--- src/rtl/run_ctrl_pkg.sv ---
// Shared types for the run-control block: FSM states, debug commands and
// halt causes.
package run_ctrl_pkg;

  typedef enum logic [1:0] {
    RUN    = 2'd0,
    STEP   = 2'd1,
    HALTED = 2'd2
  } state_t;

  typedef enum logic [1:0] {
    CMD_RUN  = 2'd0,
    CMD_STEP = 2'd1,
    CMD_HALT = 2'd2,
    CMD_CLR  = 2'd3
  } cmd_t;

  typedef enum logic [1:0] {
    C_NONE = 2'd0,
    C_INST = 2'd1,
    C_BP   = 2'd2,
    C_CMD  = 2'd3
  } cause_t;

endpackage

--- src/rtl/run_ctrl_perf_cnt.sv ---
// Single performance counter with synchronous clear. Wraps to zero or
// sticks at all-ones depending on SAT. Clear beats increment.
module perf_cnt #(
  parameter int W   = 32,
  parameter bit SAT = 1'b0
) (
  input  logic         clk,
  input  logic         reset_n,
  input  logic         clr,
  input  logic         inc,
  output logic [W-1:0] q
);

  localparam logic [W-1:0] ONE = W'(1);

  logic [W-1:0] count_reg;
  logic         at_max;

  assign at_max = &count_reg;
  assign q      = count_reg;

  // Counter register: reset, then clear, then (possibly saturating) increment.
  always_ff @(posedge clk) begin
    if (!reset_n) begin
      count_reg <= '0;
    end else if (clr) begin
      count_reg <= '0;
    end else if (inc && !(SAT && at_max)) begin
      count_reg <= count_reg + ONE;
    end
  end

endmodule

--- src/rtl/run_ctrl.sv ---
// Run-control and performance monitor: gates the core via core_run, accepts
// run/step/halt/clear commands, stops on halt instructions and a PC
// breakpoint, records why it stopped, and counts core cycles and events.
module run_ctrl
  import run_ctrl_pkg::*;
#(
  parameter int CNT_W     = 32,
  parameter int N_EV      = 4,
  parameter int EV_W      = 16,
  parameter int ADR_W     = 16,
  parameter bit SAT       = 1'b0,
  parameter bit START_RUN = 1'b1
) (
  input  logic                 clk,
  input  logic                 reset_n,
  input  logic                 is_halt,
  input  logic [ADR_W-1:0]     nextpc,
  input  logic [N_EV-1:0]      ev,
  input  logic                 cmd_valid,
  input  logic [1:0]           cmd_op,
  input  logic                 bp_en,
  input  logic [ADR_W-1:0]     bp_adr,
  output logic                 core_run,
  output logic                 halted,
  output logic [1:0]           halt_cause,
  output logic [CNT_W-1:0]     cycle_cnt,
  output logic [N_EV*EV_W-1:0] ev_cnt
);

  localparam state_t RESET_STATE = START_RUN ? RUN : HALTED;

  state_t state_reg, state_next;
  cause_t cause_reg, cause_next;
  logic   skip_reg, skip_next;

  cmd_t op;
  logic bp_hit;
  logic stop_ev;
  logic clr_cmd;

  assign op       = cmd_t'(cmd_op);
  assign core_run = (state_reg == RUN) || (state_reg == STEP);
  assign halted   = (state_reg == HALTED);
  assign halt_cause = cause_reg;

  // skip_reg masks the breakpoint for the first cycle after resuming from it.
  assign bp_hit  = bp_en && (nextpc == bp_adr) && !skip_reg;
  assign stop_ev = core_run && (is_halt || bp_hit);
  assign clr_cmd = cmd_valid && (op == CMD_CLR);

  // State, cause and breakpoint-skip registers.
  always_ff @(posedge clk) begin
    if (!reset_n) begin
      state_reg <= RESET_STATE;
      cause_reg <= C_NONE;
      skip_reg  <= 1'b0;
    end else begin
      state_reg <= state_next;
      cause_reg <= cause_next;
      skip_reg  <= skip_next;
    end
  end

  // Next-state logic: stop sources in priority order, resume on commands.
  always_comb begin
    state_next = state_reg;
    cause_next = cause_reg;
    skip_next  = skip_reg;
    case (state_reg)
      RUN, STEP: begin
        // Any core cycle consumes the one-shot breakpoint mask.
        skip_next = 1'b0;
        if (is_halt) begin
          state_next = HALTED;
          cause_next = C_INST;
        end else if (bp_hit) begin
          state_next = HALTED;
          cause_next = C_BP;
        end else if (state_reg == STEP) begin
          state_next = HALTED;
          cause_next = C_CMD;
        end else if (cmd_valid && (op == CMD_HALT)) begin
          state_next = HALTED;
          cause_next = C_CMD;
        end
      end
      HALTED: begin
        if (cmd_valid && (op == CMD_RUN || op == CMD_STEP)) begin
          state_next = (op == CMD_RUN) ? RUN : STEP;
          skip_next  = (cause_reg == C_BP);
        end
      end
      default: begin
        state_next = HALTED;
      end
    endcase
  end

  // Cycle counter: the cycle that stops the core is not counted.
  perf_cnt #(.W(CNT_W), .SAT(SAT)) u_cycle (
    .clk     (clk),
    .reset_n (reset_n),
    .clr     (clr_cmd),
    .inc     (core_run && !stop_ev),
    .q       (cycle_cnt)
  );

  // Event counters: events in the stopping cycle still count.
  generate
    for (genvar gi = 0; gi < N_EV; gi++) begin : g_ev
      perf_cnt #(.W(EV_W), .SAT(SAT)) u_ev (
        .clk     (clk),
        .reset_n (reset_n),
        .clr     (clr_cmd),
        .inc     (core_run && ev[gi]),
        .q       (ev_cnt[gi*EV_W +: EV_W])
      );
    end
  endgenerate

endmodule

--- config.mk ---
export PLATFORM = sky130hd
export DESIGN_NAME = run_ctrl
export DESIGN_NICKNAME = d
export VERILOG_FILES = /design/src/rtl/run_ctrl_pkg.sv /design/src/rtl/run_ctrl_perf_cnt.sv /design/src/rtl/run_ctrl.sv
export SDC_FILE = /design/constraint.sdc
export NUM_CORES = 1
export LEC_CHECK = 0
export ABC_AREA = 1
export CAP_MARGIN = 20
export CORE_UTILIZATION = 30
export DETAILED_ROUTE_END_ITERATION = 12
export MAX_ROUTING_LAYER = met4
export PLACE_DENSITY = 0.59
export SYNTH_ARGS = -nofsm -noshare
export SYNTH_HDL_FRONTEND = slang
export SYNTH_HIERARCHICAL = 1
export SYNTH_SLANG_ARGS = --single-unit
export TNS_END_PERCENT = 1
--- constraint.sdc ---
create_clock -name clk -period 2.87 [get_ports clk]
set_input_delay 0.574 -clock clk [delete_from_list [all_inputs] [get_ports clk]]
set_output_delay 0.574 -clock clk [all_outputs]
set_load 0.05 [all_outputs]
==> flow_summary.json <==
{
  "cts-resized-gates": 0,
  "hold_buffers": 0,
  "via_count": 5808,
  "rows": 49,
  "finalHoldViolCount": 0,
  "insertion_delay_ps": 350,
  "cpPeakStageDelay_ps": 850,
  "vdd_drop_max_uv": 252,
  "num_antenna_cells": 0,
  "max_freq_ghz": 0.385,
  "clock_sink_count": 101,
  "status": "complete, no violations",
  "period_share": 0.906,
  "grt_overflow": 0,
  "p_per_area_nw_per_um2": 376,
  "start_kind": "register",
  "fin_setup_tns_ps": 0,
  "root_buffer": "clkbuf_16",
  "maxCapViolCount": 0,
  "critPathArrivalTime_ps": 2030,
  "grt_pass1_vias": 5087,
  "synthCells": 893,
  "grt_usage": 0.168,
  "ys_seq_area_frac": 0.356,
  "avgViaCountPerCell": 4.54,
  "nets": 1094,
  "setup_viol": 0,
  "cp_num_buf_inv": 2,
  "portBuffers": 142,
  "grt_max_degree": 22,
  "io_pins": 143,
  "skew_ps": 12.4,
  "syn_area_um2": 5680,
  "ys_ff_latch": 101,
  "dieArea_um2": 19500,
  "setup_ws_ps": 270,
  "grt_first_pass_wirelength_mm": 25.5,
  "gp_congestion": 0.845,
  "final_cell_mix": "nand2_1 (234), nor2_1 (155), clkdlybuf4s50_1 (142)",
  "synth_warnings": 6,
  "h-tree-depth": 3,
  "layout_commonest_cell": "nand2_1",
  "drc_errors": 0,
  "grt_setup_unrepaired": "no",
  "dp_hpwl_mm": 12.0,
  "drt-initial-drc-count": 289,
  "cts_buffers": 9,
  "pre_cts_ws_ps": 105,
  "cts_tree": "done",
  "maxSlewViolCount": 0,
  "tightest_slew_ps": 579,
  "clk_pin_slew_ps": 60,
  "die_w_um": 140,
  "critPathKind": "reg -> out",
  "largest_reg_flops": 64,
  "cp_data_required_time_ps": 2300,
  "post_drt_wl_per_cell_um": 12.0,
  "syn-num-nets": 941,
  "firstDrtPassIters": 4,
  "start_util": 0.311,
  "p_leak_nw": 2.98,
  "area_delta_synth_final_pct": 35.0,
  "path_cells": "inv_4 -> nor2_1 -> clkdlybuf4s50_1",
  "post_cts_buffers": 0,
  "avgSynthCellArea_um2": 6.36,
  "drive_above_1_share": 0.0809,
  "cp_top_family": "buffers and inverters",
  "slowest_stage": "clkdlybuf4s50_1",
  "synth.distinct_cells": 29,
  "hp-class": "reg -> reg",
  "antenna_found_initial": 0,
  "end_kind": "output pin",
  "cts_buffer_depth": 2,
  "detail-route-antenna-nets": 0,
  "period_needed_ps": 2600,
  "slew_headroom": 0.613,
  "drt_wl_total_mm": 15.4,
  "core-area_um2": 18300,
  "die_h_um": 140,
  "cp_max_fo": 8
}
power breakdown:
part | switching (W) | total (W) | internal (W) | leakage [nW]
Clock | 0.000538 | 0.00115 | 0.000614 | 0.130
Combinational | 0.000172 | 0.000297 | 0.000126 | 2.04
Sequential | 0.0000203 | 0.00143 | 0.00141 | 0.815
Total | 0.000730 | 0.00288 | 0.00215 | 2.98
through the flow:
step	util	cells	hold WS [ps]	total power [W]	instance area (µm²)
4_1_cts	0.419	1280	495	0.00293	7660
2_1_floorplan	-	893	464	0.00163	5680
5_1_grt	0.419	1280	518	0.00302	7660
3_5_place_dp	0.405	1264	484	0.00177	7390
6_report	0.419	1280	492	0.00288	7660
3_3_place_gp	0.405	1264	481	0.00177	7390
path summary, 6_finish.rpt:
path                                                 start                          to  slack, ps  cells past startpoint
worst max-delay path             state_reg[1]$_SDFFE_PN0P_                      halted        270                      3
worst min register to register  halt_cause[1]$_SDFFE_PN0P_       skip_reg$_SDFFE_PN0P_        490                      2
worst min-delay path            halt_cause[1]$_SDFFE_PN0P_       skip_reg$_SDFFE_PN0P_        490                      2
worst max register to register       skip_reg$_SDFFE_PN0P_  u_cycle/q[27]$_SDFFE_PP0P_        970                     16
metal layers:
| layer | global-route usage | wire, µm |
|---|---|---|
| met5 | - | 0 |
| met4 | 0.0619 | 271 |
| met3 | 0.0231 | 615 |
| met2 | 0.259 | 6840 |
| met1 | 0.223 | 7650 |
Yosys cell counts, drive strengths merged:
cell type | count | area, µm²
inv | 137 | 517
a21oi | 51 | 259
o21a | 1 | 7.51
o31ai | 1 | 7.51
nand4 | 20 | 125
a211oi | 5 | 37.5
xnor2 | 5 | 43.8
nor2 | 194 | 881
nand2 | 246 | 953
clkinv | 1 | 3.75
buf | 7 | 53.8
ha | 5 | 62.6
clkbuf | 2 | 7.51
o21ai | 25 | 125
o21bai | 12 | 105
nand3 | 63 | 345
xor2 | 8 | 70.1
dfxtp | 101 | 2020
a32o | 1 | 10.0
nor3 | 8 | 40.0
worst min-delay path, stage by stage (launching register included):
cell and delay, ps:
dfxtp_1 330, nand2_1 70, a21oi_1 50
kinds of logic (layout without fill, tap and decap cells):
logic type               Yosys count  count (layout)  synth area share
flip-flops                       101             101             0.356
adder cells (fa/ha/maj)            5               5            0.0110
AO/OA/AOI/OAI                     96              96            0.0972
XOR/XNOR                          13              13            0.0201
AND/OR/NAND/NOR                  531             531             0.413
buffers and inverters            147             305             0.102
layout make-up:
type                            count  area, µm²
Clock buffer                       13        250
Clock inverter                      3       21.3
Fill cell                        1958      10600
Inverter                          138        520
Multi-Input combinational cell    645       3070
Sequential cell                   101       2020
Tap cell                          229        287
Timing Repair Buffer              151       1490
Power figures use the tool's default switching activity.
